File: config.mk
export PLATFORM = sky130hd
export DESIGN_NAME = popcount_kgen
export DESIGN_NICKNAME = d
export VERILOG_FILES = /design/src/rtl/popcount_kgen_pkg.sv /design/src/rtl/popcount_kgen_next.sv /design/src/rtl/popcount_kgen.sv
export SDC_FILE = /design/constraint.sdc
export NUM_CORES = 1
export LEC_CHECK = 0
export BUFFER_PORTS_ARGS = -buffer_cell sky130_fd_sc_hd__buf_4
export CAP_MARGIN = 40
export CORE_MARGIN = 3
export CORE_UTILIZATION = 35
export DETAILED_ROUTE_END_ITERATION = 16
export HOLD_SLACK_MARGIN = 0.15
export PLACE_DENSITY_LB_ADDON = 0.08
export SETUP_SLACK_MARGIN = 0.02
export SLEW_MARGIN = 20
export SYNTH_ARGS = -nofsm -noshare
export SYNTH_HDL_FRONTEND = slang
export SYNTH_HIERARCHICAL = 1
export SYNTH_SLANG_ARGS = --single-unit
File: constraint.sdc
create_clock -name clk -period 9.65 [get_ports clk]
set_clock_uncertainty 0.1 [all_clocks]
set_input_delay 1.4475 -clock clk [delete_from_list [all_inputs] [get_ports clk]]
set_output_delay 1.4475 -clock clk [all_outputs]
set_load 0.005 [all_outputs]
File: src/rtl/popcount_kgen_pkg.sv
// Shared defaults, FSM state encoding and mask helper for the k-combination generator.
package popcount_kgen_pkg;

    localparam int N_DEF  = 23;
    localparam int CW_DEF = 5;
    localparam int BW_DEF = 21;

    typedef enum logic [1:0] {
        IDLE = 2'd0,
        RUN  = 2'd1,
        FIN  = 2'd2
    } state_e;

    // Bit i of the top-k mask ((1<<k)-1) << (n-k): set when i lies in the k highest positions.
    function automatic logic in_top_k(input int n, input int kk, input int i);
        return (i >= n - kk);
    endfunction

endpackage

File: src/rtl/popcount_kgen_next.sv
// Combinational Gosper step: next larger N-bit value with the same popcount as v.
module popcount_kgen_next #(
    parameter int N = 23
) (
    input  logic [N-1:0] v,
    output logic [N-1:0] nxt
);

    localparam int SW = $clog2(N + 3);

    logic [N:0]    v_w;
    logic [N:0]    c_w;
    logic [N:0]    r_w;
    logic [N:0]    x_w;
    logic [N:0]    s_w;
    logic [SW-1:0] tz;
    logic          unused_hi;

    always_comb begin
        tz = '0;
        for (int i = N - 1; i >= 0; i--) begin
            if (v[i]) tz = SW'(i);
        end
        // Carried at N+1 bits so the ripple out of the top-k mask cannot alias.
        v_w = {1'b0, v};
        c_w = v_w & (~v_w + 1'b1);
        r_w = v_w + c_w;
        x_w = r_w ^ v_w;
        s_w = x_w >> (tz + SW'(2));
        nxt = r_w[N-1:0] | s_w[N-1:0];
    end

    assign unused_hi = r_w[N] ^ s_w[N];

endmodule

File: src/rtl/popcount_kgen.sv
// Enumerates every N-bit vector of weight k in ascending order over a valid/ready stream.
// Define POPCOUNT_KGEN_BEATCNT_EN to build the accepted-beat counter; otherwise beat_cnt is 0.
module popcount_kgen
    import popcount_kgen_pkg::*;
#(
    parameter int N  = N_DEF,
    parameter int CW = CW_DEF,
    parameter int BW = BW_DEF
) (
    input  logic          clk,
    input  logic          rst,
    input  logic          start,
    input  logic [CW-1:0] k,
    output logic          busy,
    output logic          vec_valid,
    input  logic          vec_ready,
    output logic [N-1:0]  vec,
    output logic          vec_last,
    output logic          done,
    output logic          err,
    output logic [BW-1:0] beat_cnt
);

    // Stream contract: a beat transfers on a rising edge where vec_valid & vec_ready;
    // while vec_valid & !vec_ready, vec, vec_last and beat_cnt do not change.

    state_e        state_q, state_d;
    logic [N-1:0]  vec_q, vec_d;
    logic [CW-1:0] k_q, k_d;
    logic          err_q, err_d;

    logic [N-1:0]  vec_nxt;
    logic [N-1:0]  top_mask;
    logic [N-1:0]  low_mask;
    logic          k_ok;
    logic          load;
    logic          accept;
    logic          is_last;

    popcount_kgen_next #(.N(N)) u_next (
        .v   (vec_q),
        .nxt (vec_nxt)
    );

    always_comb begin
        top_mask = '0;
        low_mask = '0;
        for (int i = 0; i < N; i++) begin
            top_mask[i] = in_top_k(N, int'(k_q), i);
            low_mask[i] = (i < int'(k));
        end
    end

    assign k_ok      = (int'(k) <= N);
    assign load      = (state_q == IDLE) && start && k_ok;
    assign is_last   = (vec_q == top_mask);
    assign vec_valid = (state_q == RUN);
    assign accept    = vec_valid && vec_ready;
    assign vec_last  = vec_valid && is_last;
    assign busy      = (state_q != IDLE);
    assign done      = (state_q == FIN);
    assign err       = err_q;
    assign vec       = vec_q;

    always_comb begin
        state_d = state_q;
        vec_d   = vec_q;
        k_d     = k_q;
        err_d   = 1'b0;
        case (state_q)
            IDLE: begin
                if (start) begin
                    if (k_ok) begin
                        vec_d   = low_mask;
                        k_d     = k;
                        state_d = RUN;
                    end else begin
                        err_d = 1'b1;
                    end
                end
            end
            RUN: begin
                if (accept) begin
                    if (is_last) state_d = FIN;
                    else         vec_d   = vec_nxt;
                end
            end
            FIN: begin
                state_d = IDLE;
            end
            default: begin
                state_d = IDLE;
            end
        endcase
    end

    always_ff @(posedge clk or posedge rst) begin
        if (rst) begin
            state_q <= IDLE;
            vec_q   <= '0;
            k_q     <= '0;
            err_q   <= 1'b0;
        end else begin
            state_q <= state_d;
            vec_q   <= vec_d;
            k_q     <= k_d;
            err_q   <= err_d;
        end
    end

`ifdef POPCOUNT_KGEN_BEATCNT_EN
    logic [BW-1:0] cnt_q, cnt_d;

    always_comb begin
        cnt_d = cnt_q;
        if (load)        cnt_d = '0;
        else if (accept) cnt_d = cnt_q + 1'b1;
    end

    always_ff @(posedge clk or posedge rst) begin
        if (rst) cnt_q <= '0;
        else     cnt_q <= cnt_d;
    end

    assign beat_cnt = cnt_q;
`else
    assign beat_cnt = '0;
`endif

endmodule

### Yosys cells after proc, flatten, opt, wreduce, memory -nomap -nowiden

Index checks and enable logic that the tools add are counted.

| storage, ports and cells | value |
|---|---|
| bits in registers | 31 |
| word-level logic and storage cells | 112 |
| input port bits | 9 |
| output and inout bits | 49 |

| operators by class | value |
|---|---|
| equality and inequality tests | 8 |
| bitwise logic cells | 4 |
| $lt $le $gt $ge | 47 |
| shift operators | 1 |
| add/subtract/negate cells | 4 |
| mux-type cells | 36 |
| reductions and logical operators | 8 |

Operator list:

| operator | number |
|---|---|
| $mux W5 | 23 |
| $mux W23 | 4 |
| $ge A5 B6 Y1 const A | 8 |
| $pmux W23 S2 | 1 |
| $ge A6 B6 Y1 const A | 7 |
| $lt A4 B5 Y1 const A | 8 |
| $lt A5 B5 Y1 const A | 7 |
| $add A23 B24 Y24 | 1 |
| $add A24 B1 Y24 const B | 1 |
| $and A23 B24 Y24 | 1 |
| $ge A4 B6 Y1 const A | 4 |
| $not A23 Y24 | 1 |
| $shr A24 B5 Y23 | 1 |
| $xor A24 B23 Y24 | 1 |
| $eq A23 B23 Y1 | 1 |
| $or A23 B23 Y23 | 1 |
| $lt A3 B5 Y1 const A | 4 |
| $ge A3 B6 Y1 const A | 2 |
| $lt A1 B5 Y1 const A | 2 |
| $lt A2 B5 Y1 const A | 2 |
| $mux W2 | 4 |
| $ge A1 B6 Y1 const A | 1 |
| $ge A2 B6 Y1 const A | 1 |
| $ne A2 B2 Y1 const B | 3 |
| 14 further kinds | 19 |

### Longest topological paths before layout

Gate-level depths: netlist (run 1).

| depth | value |
|---|---|
| depth in word-level cells | 29 |
| mapped depth | 17 |

### Hierarchy

The synthesis (run 1) kept the hierarchy.

Modules (own cells, without submodules):

| module | cells each | area an instance (um^2) | sequential area each (um^2) | instances |
|---|---|---|---|---|
| popcount_kgen | 431 | 3296.9 | 775.7 | 1 |
| popcount_kgen_next | 486 | 3062.9 | 0.0 | 1 |

### Least setup slack after synthesis (run 1)

Ideal clock, no wire load.

| timing | value |
|---|---|
| path kind | register to output |
| start point | register k_q[3] |
| end point | output port vec_last |
| arrival time | 2564 ps |
| stages on the path, launching flop included | 11 |
| slack | 5538 ps |
| required time | 8102 ps |
| cell sequence | dfrtp_1 -> clkbuf_1 -> inv_1 -> ha_1 -> buf_2 -> nor2b_1 -> a21boi_0 -> o31a_1 -> a2111oi_0 -> nand4_1 -> nor4_1 |

| between the ends | value |
|---|---|
| word-level cells in the longest chain between the ends | 4 |
| elaborated cells on any way between the ends | 26 |
| those cells by class | 1 x add/sub; 23 x order compare; 1 x eq/ne; 1 x reduce/logical |

Ends and longest elaborated chain:

| what | RTL line | text |
|---|---|---|
| start, declared | popcount_kgen.sv:29 | `logic [CW-1:0] k_q, k_d;` |
| start signal, assigned | popcount_kgen.sv:106 | `k_q <= k_d;` |
| $sub A5 B5 Y6 (*) | popcount_kgen_pkg.sv:16 | `return (i >= n - kk);` |
| $ge A1 B6 Y1, or another cell as far along | popcount_kgen_pkg.sv:16 |  |
| $eq A23 B23 Y1 (*) | popcount_kgen.sv:56 | `assign is_last = (vec_q == top_mask);` |
| $logic_and A1 B1 Y1 (*) | popcount_kgen.sv:59 | `assign vec_last = vec_valid && is_last;` |
| end, declared | popcount_kgen.sv:18 | `output logic vec_last,` |

Every way passes the cells marked *; elsewhere a longest branch is shown, timed or not.

### Worst setup path after layout (run 1)

Same ends and word-level chain as after synthesis.

==> impl_metrics.csv, run 1 <==
group,metric,value,unit
outcome,status,"finished, final reports clean",
clock_tree,tritoncts,"done",
global_route,grt_start_max_net_pins,46,
detailed_routing,wl_per_cell,25.8,um
timing,rsz0062_at_grt,"no",
synth,post_synth_mux_area_share,6.75,%
power_and_ir_drop,ir_worst_vdd,217,uV
floorplanning,die_x,141,um
flow_run,cap_violations,0,
worst_setup_path,arrival,4.00,ns
clock_tree,postCtsSetupRepairBufs,0,
timing,hold_viol_final,0,
power_and_ir_drop,power,2900,uW
cells_and_area,antenna_cells,0,
clock_tree,cts_sinks,31,
detailed_routing,routed_wl,29.2,mm
synth,synth_compound_gate_area_share,34.9,%
synth,synth_edf_count,0,
cells_and_area,layout-area-overhead-vs-synth,7.65,%
worst_setup_path,criticalPathCategory,"flop to output pin",
worst_setup_path,start_kind,"flop",
detailed_routing,vias_per_cell,6.76,
cells_and_area,num-nets-final,919,
clock_tree,htreeDepth,2,
place,portBuffers,36,
synth,ys_async_sr_fraction,100,%
clock_tree,cts.hold.buffers_added,0,
detailed_routing,ant_nets,0,
synth,synth-simple-area-share,31.3,%
place,hpwl,21.1,mm
timing,tns,0,ns
floorplanning,dieArea,19800,um2
global_route,antenna_found_initial,0,
cells_and_area,final_core_util,39.0,%
timing,slew-limit-headroom,41.9,%
synth,synthAdderAreaFrac,0.984,%
clock_tree,clk_pin_slew,0.06,ns
clock_tree,clockRootBuffer,"clkbuf_16",
timing,fin_crit_sh,57.5,%
cells_and_area,fill_cells,1914,
synth,synthFlopType,"dfrtp_1",
worst_setup_path,path_max_fanout,24,
synth,yosysWarnings,6,
synth,synth_top_family_by_area,"compound AO/OA/AOI/OAI gates",
synth,ys_ff_latch,31,
place,gp_congestion,0.985,
global_route,grt_pass1_wl,43.9,mm
synth,syn_area_per_cell,6.94,um2
timing,setup_violations,0,
detailed_routing,vias,7643,
synth,ys_types,94,
synth,ys_seq_area_share,12.2,%
timing,finalCriticalPeriod,5.55,ns
min_path,hold_class,"flop to flop",
clock_tree,clkLatencyLatePin,0.28,ns
cells_and_area,drive_gt1_share,13.8,%
global_route,grt_overflow,0,
power_and_ir_drop,leakage,0.00262,uW
floorplanning,core_area,17500,um2
global_route,grt_pass1_vias,6962,
floorplanning,initial_core_util,36.3,%
timing,slew_viol_final,0,
worst_setup_path,worstPathRequired,8.10,ns
clock_tree,numCtsBuffers,5,
detailed_routing,drt_first_pass_iters,5,
timing,worstMarginPinSlew,0.869,ns
detailed_routing,dr.first_iter.drc_count,1015,
clock_tree,clockBufferDepth,2,
power_and_ir_drop,power.density,424,nW/um2
synth,netlist_instances,917,
worst_setup_path,crit_path_end_kind,"output pin",
detailed_routing,drc,0,
timing,fmax,180,MHz
floorplanning,die_y,141,um
timing,holdWs,0.534,ns
synth,synth_area,6360,um2
synth,synthXorXnorAreaFrac,3.03,%
clock_tree,post_cts_resize_count,0,
global_route,track_usage,28.3,%
floorplanning,ios,58,
floorplanning,rows,48,
==> worst paths after layout <==
| path | from | to | slack (ns) | cells past startpoint |
|---|---|---|---|---|
| min in group asynchronous | rst | vec[22] | 1.17 | 3 |
| worst min register to register | k_q[4] | k_q[4] | 0.53 | 2 |
| worst max-delay path | k_q[3] | vec_last | 4.10 | 9 |
| worst max register to register | vec[14] | vec[1] | 4.31 | 13 |
| max in group asynchronous | rst | vec[16] | 7.94 | 3 |
| worst min-delay path | k_q[4] | k_q[4] | 0.53 | 2 |
==> worst max-delay path, cell delays in order, from the launching register on <==
cell,delay (ns)
dfrtp_1,0.77
inv_1,0.15
ha_1,0.78
nor2b_1,0.34
a21boi_0,0.17
o31a_1,0.28
a2111oi_0,0.44
nand4_1,0.14
nor4_1,0.45
buf_4,0.20
==> cells in the mapped netlist, types with 9 or more instances <==
cell      instances  share of area [%]
nor2_1           83                4.9
nand2_1          71                4.2
o21ai_0          55                4.3
clkbuf_1         49                2.9
a21oi_1          47                3.7
inv_1            36                2.1
nor4_1           33                3.2
dfrtp_1          31                 12
nand3_1          27                2.1
buf_2            26                2.0
mux2i_1          26                4.1
buf_4            24                2.8
nand2b_1         20                2.0
a31oi_1          19                1.9
a32oi_1          17                2.3
nor3_1           17                1.3
o211ai_1         17                2.0
nor2b_1          15                1.5
o21ai_1          15                1.2
xnor2_1          14                1.9
and3_1           13                1.3
nand4_1          13                1.3
o31ai_1          13                1.5
mux2_2           12                2.1
or3_1            11                1.1
a211oi_1         10                1.2
a21o_1            9                1.1
==> stage by stage <==
step           instance area, um2  instances  setup WS, ns
3_3_place_gp                 6660       1121          4.48
4_1_cts                      6840       1130          4.21
5_1_grt                      6850       1131          3.89
3_5_place_dp                 6670       1122          4.45
2_1_floorplan                6430        937          5.54
6_report                     6850       1131          4.10
==> registers in the layout, indices dropped and copies added (netlist names) <==
name     cells
err          1
k_q          5
state_q      2
vec         23
==> cell type report <==
cell class              count  area (um2)  share of cell area, %
inverters                  37         139                   2.03
flip-flops and latches     31         776                   11.3
clock inverters             2        35.0                  0.512
multi-input cells         765        4990                   72.8
well taps                 225         282                   4.11
repair buffers             65         489                   7.15
clock buffers               6         139                   2.03
==> cell usage in the layout (no fill, tap or decap), types with 8 or more instances in the layout <==
cell type  instances
a211oi_1          10
a21o_1             9
a21oi_1           46
a31oi_1           19
a32oi_1           17
and2_1             8
and3_1            13
buf_4             63
conb_1            21
dfrtp_1           31
inv_1             36
mux2_2            12
mux2i_1           26
nand2_1           71
nand2b_1          20
nand3_1           27
nand4_1           13
nor2_1            83
nor2b_1           15
nor3_1            17
nor4_1            33
o211ai_1          17
o21a_1             8
o21ai_0           55
o21ai_1           15
o31a_1             8
o31ai_1           13
or3_1             11
xnor2_1           14
xor2_1             8
==> power breakdown <==
group	internal [uW]	leakage [uW]	total, uW	switching (uW)
Sequential	186	0.000364	343	157
Clock	128	0.0000868	189	61.0
Combinational	806	0.00217	2370	1570
Total	1120	0.00262	2900	1780
==> routing by layer <==
layer | vias to the layer above | wire length [um] | GRT usage, %
met5 | - | 0 | 0
li1 | 3435 | - | -
met1 | 3760 | 13500 | 42.4
met4 | 0 | 781 | 6.83
met3 | 47 | 2770 | 5.43
met2 | 401 | 12200 | 41.5
==> kinds of logic (layout without fill, tap and decap cells) <==
logic type / Yosys count / in the layout
and+or+nand+nor: 366 / 366
adders and majority gates: 5 / 5
DFF: 31 / 31
AOI/OAI and AO/OA: 311 / 311
buffers and inverters: 141 / 110
muxes: 40 / 40
xor gates and xnor gates: 22 / 22
other: 1 / 21
No activity file was read; power rests on OpenSTA's default activity.
==> run 2: changes to the inputs <==
==> constraint.sdc (replaced) <==
create_clock -name clk -period 4.9 [get_ports clk]
set_clock_uncertainty 0.1 [all_clocks]
set_input_delay 0.735 -clock clk [delete_from_list [all_inputs] [get_ports clk]]
set_output_delay 0.735 -clock clk [all_outputs]
set_load 0.005 [all_outputs]
==> run 2 against run 1 <==
Effect of this change: worst hold slack got worse by 0.085 ns; die area unchanged; sequential share of layout area decreased by 0.17 points; total power increased by 99%; largest power group unchanged; critical path type is now flop to flop; via count increased by 1.6%; combinational power increased by 100%; register-to-register slack got worse by 4.0 ns.
==> impl_metrics.csv, run 2 (synthesis results as in run 1) <==
group,metric,value,unit
timing,hold_viol_final,0,
worst_setup_path,crit_path_end_kind,"flop",
power_and_ir_drop,ir_worst_vdd,293,uV
place,dp_cells,1138,
clock_tree,numCtsBuffers,5,
global_route,antenna_found_initial,0,
min_path,hold_class,"primary input to async pin",
cells_and_area,stdcell_count,1146,
clock_tree,postCtsSetupRepairBufs,0,
worst_setup_path,regToRegStartpoint,"vec[1]",
power_and_ir_drop,power.density,833,nW/um2
global_route,grt_pass1_wl,44.7,mm
timing,tns,0,ns
worst_setup_path,path_cells,"or4_4 > o31a_1 > nor2_1 > a221oi_1 > mux2i_1 > a221oi_1 > mux2i_1 > a2111oi_0 > a21oi_1 > o221ai_1 > o21ai_0",
global_route,track_usage,28.7,%
floorplanning,core_area,17500,um2
floorplanning,die_y,141,um
timing,finalCriticalPeriod,4.61,ns
cells_and_area,final_cell_mix,"83 x nor2_1, 78 x buf_4, 71 x nand2_1",
cells_and_area,largest_reg_flops,23,
worst_setup_path,start_kind,"flop",
worst_setup_path,arrival,4.66,ns
detailed_routing,dr.first_iter.drc_count,854,
detailed_routing,ant_nets,0,
worst_setup_path,rr_endpoint,"vec[3]",
floorplanning,initial_core_util,36.3,%
detailed_routing,drc,0,
clock_tree,clkLatencyLatePin,0.28,ns
global_route,grt_overflow,0,
timing,setup_violations,0,
clock_tree,clockBufferDepth,2,
power_and_ir_drop,leakage,0.00268,uW
worst_setup_path,worstPathRequired,4.95,ns
detailed_routing,wl_per_cell,25.8,um
global_route,grt_start_max_net_pins,32,
worst_setup_path,cp-startpoint,"vec[1]",
worst_setup_path,criticalPathCategory,"flop to flop",
cells_and_area,drive_gt1_share,15.1,%
timing,rsz0062_at_grt,"no",
timing,worstMarginPinSlew,0.848,ns
clock_tree,clockRootBuffer,"clkbuf_16",
floorplanning,dieArea,19800,um2
timing,slew_viol_final,0,
worst_setup_path,cpPeakStageDelay,0.74,ns
detailed_routing,drt_first_pass_iters,5,
timing,fmax,217,MHz
worst_setup_path,crit_slowest_cell,"dfrtp_1",
worst_setup_path,path_max_fanout,15,
timing,slew-limit-headroom,42.0,%
outcome,status,"finished, final reports clean",
global_route,grt_pass1_vias,7172,
cells_and_area,num-nets-final,934,
cells_and_area,antenna_cells,0,
place,portBuffers,36,
floorplanning,die_x,141,um
clock_tree,htreeDepth,2,
floorplanning,rows,48,
clock_tree,tritoncts,"done",
detailed_routing,vias_per_cell,6.77,
worst_setup_path,rr_worst_depth,11,
flow_run,cap_violations,0,
place,hpwl,22.0,mm
floorplanning,ios,58,
cells_and_area,final_common_cell,"nor2_1",
place,gp_congestion,0.961,
clock_tree,cts_sinks,31,
detailed_routing,routed_wl,29.5,mm
timing,fin_crit_sh,94.1,%
clock_tree,clk_pin_slew,0.05,ns
cells_and_area,fill_cells,1859,
timing,holdWs,0.449,ns
worst_setup_path,reg2reg_slack,0.29,ns
detailed_routing,vias,7762,
cells_and_area,layout-area-overhead-vs-synth,9.29,%
==> run 2: cell types whose count changed in the layout (fill, tap and decap cells not counted), sizes merged <==
cell	delta
buf	+16
bufinv	-1
==> run 2: timing repair <==
action,in CTS,in global routing
hold endpoints to repair,0,0
hold buffers,0,0
setup endpoints to repair,0,1
resized for setup,0,1
==> run 2: worst max-delay path, delay by kind of cell (launching register included) <==
| kind | cells | cell delay (ns) |
|---|---|---|
| mux | 2 | 0.45 |
| simple gates | 2 | 0.58 |
| flops | 1 | 0.74 |
| compound gates | 7 | 2.59 |
==> run 2: worst max path at each step <==
stage	end	slack (ns)	cells past startpoint
2_1_floorplan	vec[3]	0.98	14
3_3_place_gp	vec[3]	0.24	11
3_5_place_dp	vec[3]	0.29	11
4_1_cts	vec[3]	0.26	11
5_1_grt	vec[3]	0.12	11
6_report	vec[3]	0.29	11
==> run 2: through the flow <==
stage	setup slack (ns)	util (%)	total power, uW	area [um2]
2_1_floorplan	0.977	-	3730	6430
3_3_place_gp	0.241	38.6	5350	6770
3_5_place_dp	0.293	38.8	5340	6810
4_1_cts	0.262	39.6	5660	6940
5_1_grt	0.123	39.6	6160	6950
6_report	0.287	39.6	5790	6950
==> run 2: area by class of cell <==
class | instances | area, um2 | share of cell area, %
clock buffer | 7 | 133 | 1.91
timing repair buffer | 80 | 616 | 8.86
inverter | 37 | 139 | 2.00
clock inverter | 1 | 5.00 | 0.0720
tap | 225 | 282 | 4.05
sequential | 31 | 776 | 11.2
multi-input combinational | 765 | 5000 | 72.0
==> run 2: layer usage <==
layer | wire length, um | part of all wire, % | track usage, % | vias to the layer above
li1 | - | - | - | 3465
met1 | 13600 | 46 | 43.1 | 3777
met2 | 12400 | 42 | 41.9 | 462
met3 | 2710 | 9.2 | 5.29 | 58
met4 | 835 | 2.8 | 7.55 | 0
met5 | 0 | 0 | 0 | -
==> run 2: power by group <==
part           internal [uW]  total (uW)  switching (uW)  leakage [uW]
Sequential               366         711             345      0.000364
Clock                    188         302             115     0.0000679
Combinational           1690        4780            3090       0.00225
Total                   2240        5790            3550       0.00268
==> run 3: changes to the inputs <==
==> constraint.sdc (replaced) <==
create_clock -name clk -period 3.85 [get_ports clk]
set_clock_uncertainty 0.1 [all_clocks]
set_input_delay 0.5775 -clock clk [delete_from_list [all_inputs] [get_ports clk]]
set_output_delay 0.5775 -clock clk [all_outputs]
set_load 0.005 [all_outputs]
==> run 3 against run 2 <==
Effect of this change: design area increased by 21%; worst hold slack got worse by 0.060 ns; total power grew 50%; die area unchanged; worst setup slack got worse by 0.21 ns; via count up 7.1%; first-iteration DRC count rose by 5.4%; combinational power grew 57%; fmax is 22% higher; non-clock buffer count grew 140; sequential power grew 7.6%; flip-flop and latch count did not move; critical endpoint is now vec[8]; highest routed layer is now met5.
==> impl_metrics.csv, run 3 (synthesis results as in run 1) <==
group,metric,value,unit
worst_setup_path,crit_path_end_kind,"flop",
global_route,grt_pass1_vias,7573,
timing,slew-limit-headroom,54.5,%
worst_setup_path,path_max_fanout,12,
detailed_routing,drt_first_pass_iters,5,
worst_setup_path,start_kind,"flop",
power_and_ir_drop,clockPowerShare,4.7,%
cells_and_area,largest_reg_flops,23,
power_and_ir_drop,combinationalPowerShare,86.4,%
place,gp_congestion,0.947,
floorplanning,initial_core_util,36.3,%
power_and_ir_drop,p_sw,4910,uW
timing,fin_ws,0.0731,ns
place,hpwl,24.1,mm
detailed_routing,vias,8311,
cells_and_area,final_cell_mix,"207 x buf_4, 79 x nor2_1, 71 x nand2_1",
detailed_routing,wl_met3,2.87,mm
clock_tree,clockBufferDepth,2,
floorplanning,rows,48,
power_and_ir_drop,ir_worst_vdd,328,uV
clock_tree,numCtsBuffers,5,
cells_and_area,drive_gt1_share,31.9,%
floorplanning,dieArea,19800,um2
worst_setup_path,endpoint,"vec[8]",
timing,fin_crit_sh,98.1,%
clock_tree,cts_sinks,31,
timing,hold_viol_final,0,
floorplanning,core_area,17500,um2
cells_and_area,num-nets-final,1074,
detailed_routing,vias_per_cell,6.46,
worst_setup_path,cp-startpoint,"vec[9]",
detailed_routing,met2_length,13.2,mm
timing,worstMarginPinSlew,0.674,ns
detailed_routing,ant_nets,0,
global_route,antenna_found_initial,1,
power_and_ir_drop,seq_power_share,8.8,%
detailed_routing,wl_per_cell,23.9,um
timing,finalCriticalPeriod,3.78,ns
global_route,grt_start_max_net_pins,29,
floorplanning,die_x,141,um
worst_setup_path,rr_worst_depth,14,
global_route,track_usage,29.4,%
floorplanning,die_y,141,um
worst_setup_path,regToRegStartpoint,"vec[9]",
power_and_ir_drop,power,8670,uW
worst_setup_path,arrival,3.83,ns
clock_tree,tritoncts,"done",
detailed_routing,drc,0,
detailed_routing,top_layer_used,"met5",
clock_tree,clk_pin_slew,0.06,ns
detailed_routing,dr.first_iter.drc_count,900,
global_route,grt_pass1_wl,46.0,mm
worst_setup_path,criticalPathCategory,"flop to flop",
power_and_ir_drop,swShare,56.7,%
clock_tree,clkLatencyLatePin,0.28,ns
clock_tree,clockRootBuffer,"clkbuf_16",
flow_run,cap_violations,0,
detailed_routing,routed_wl,30.8,mm
detailed_routing,met1_length,13.7,mm
global_route,grt_overflow,0,
power_and_ir_drop,power.density,1030,nW/um2
cells_and_area,layout-area-overhead-vs-synth,32.5,%
cells_and_area,antenna_cells,0,
power_and_ir_drop,leakage,0.00342,uW
min_path,whs_path_depth,2,
timing,tns,0,ns
cells_and_area,final_common_cell,"buf_4",
timing,fmax,265,MHz
place,dpl_worst_slack,-0.245,ns
timing,rsz0062_at_grt,"yes",
min_path,hold_class,"primary input to flop",
worst_setup_path,reg2reg_slack,0.07,ns
floorplanning,ios,58,
outcome,status,"finished, final reports clean",
power_and_ir_drop,p_int,3750,uW
clock_tree,htreeDepth,2,
worst_setup_path,rr_endpoint,"vec[8]",
timing,slew_viol_final,0,
worst_setup_path,worstPathRequired,3.90,ns
place,portBuffers,36,
timing,setup_violations,0,
==> run 3: final cells by class <==
cell class                 count  area [um2]
multi-input combinational    765        5320
inverter                      37         139
clock inverter                 3        23.8
timing repair buffer         220        1750
fill                        1777        9110
clock buffer                   5         125
sequential                    31         785
tap                          225         282
==> run 3: worst min-delay path by stage <==
stage | startpoint | to
floorplan | k_q[4] | k_q[4]
detailed placement | rst | vec[20]
finish | vec_ready | state_q[0]
CTS | vec_ready | state_q[0]
global placement | vec[9] | vec[9]
global route | vec_ready | state_q[0]
==> run 3: timing repair <==
action	in CTS	in global routing
resized for setup	26	56
setup endpoints to repair	12	20
pin swaps	14	20
hold buffers	1	0
setup buffers	14	10
hold endpoints to repair	3	0
==> run 3: routing by layer <==
metal / global-route usage [%] / up-vias
li1: - / 3737
met1: 42.8 / 4019
met2: 44.5 / 495
met3: 5.80 / 58
met4: 7.24 / 2
met5: 0 / -
==> run 3: worst max-delay path, stage by stage (launching register included) <==
cell      delay, ns
dfrtp_1        0.43
buf_12         0.17
or4_4          0.53
nor4_4         0.36
buf_4          0.17
a211oi_1       0.09
o221ai_2       0.20
buf_6          0.17
a21oi_4        0.07
mux2_2         0.26
mux2_4         0.33
o21ai_1        0.13
nand3_1        0.18
a21oi_1        0.33
o31ai_1        0.13
==> run 3: through the flow <==
step / area (um2) / hold WS [ns] / utilization [%] / instances
finish: 8430 / 0.389 / 48.1 / 1286
global route: 8430 / 0.378 / 48.1 / 1286
CTS: 8100 / 0.385 / 46.2 / 1275
detailed placement: 7730 / 0.430 / 44.1 / 1252
global placement: 7710 / 0.496 / 43.9 / 1251
floorplan: 6460 / 0.418 / - / 937
==> run 3: power by group through the flow <==
| stage | Combinational [uW] | Sequential, uW | Clock (uW) |
|---|---|---|---|
| 3_3_place_gp | 6790 | 748 | 0 |
| 4_1_cts | 6980 | 743 | 413 |
| 2_1_floorplan | 4070 | 700 | 0 |
| 3_5_place_dp | 6780 | 750 | 0 |
| 5_1_grt | 7940 | 782 | 429 |
| 6_report | 7490 | 765 | 410 |
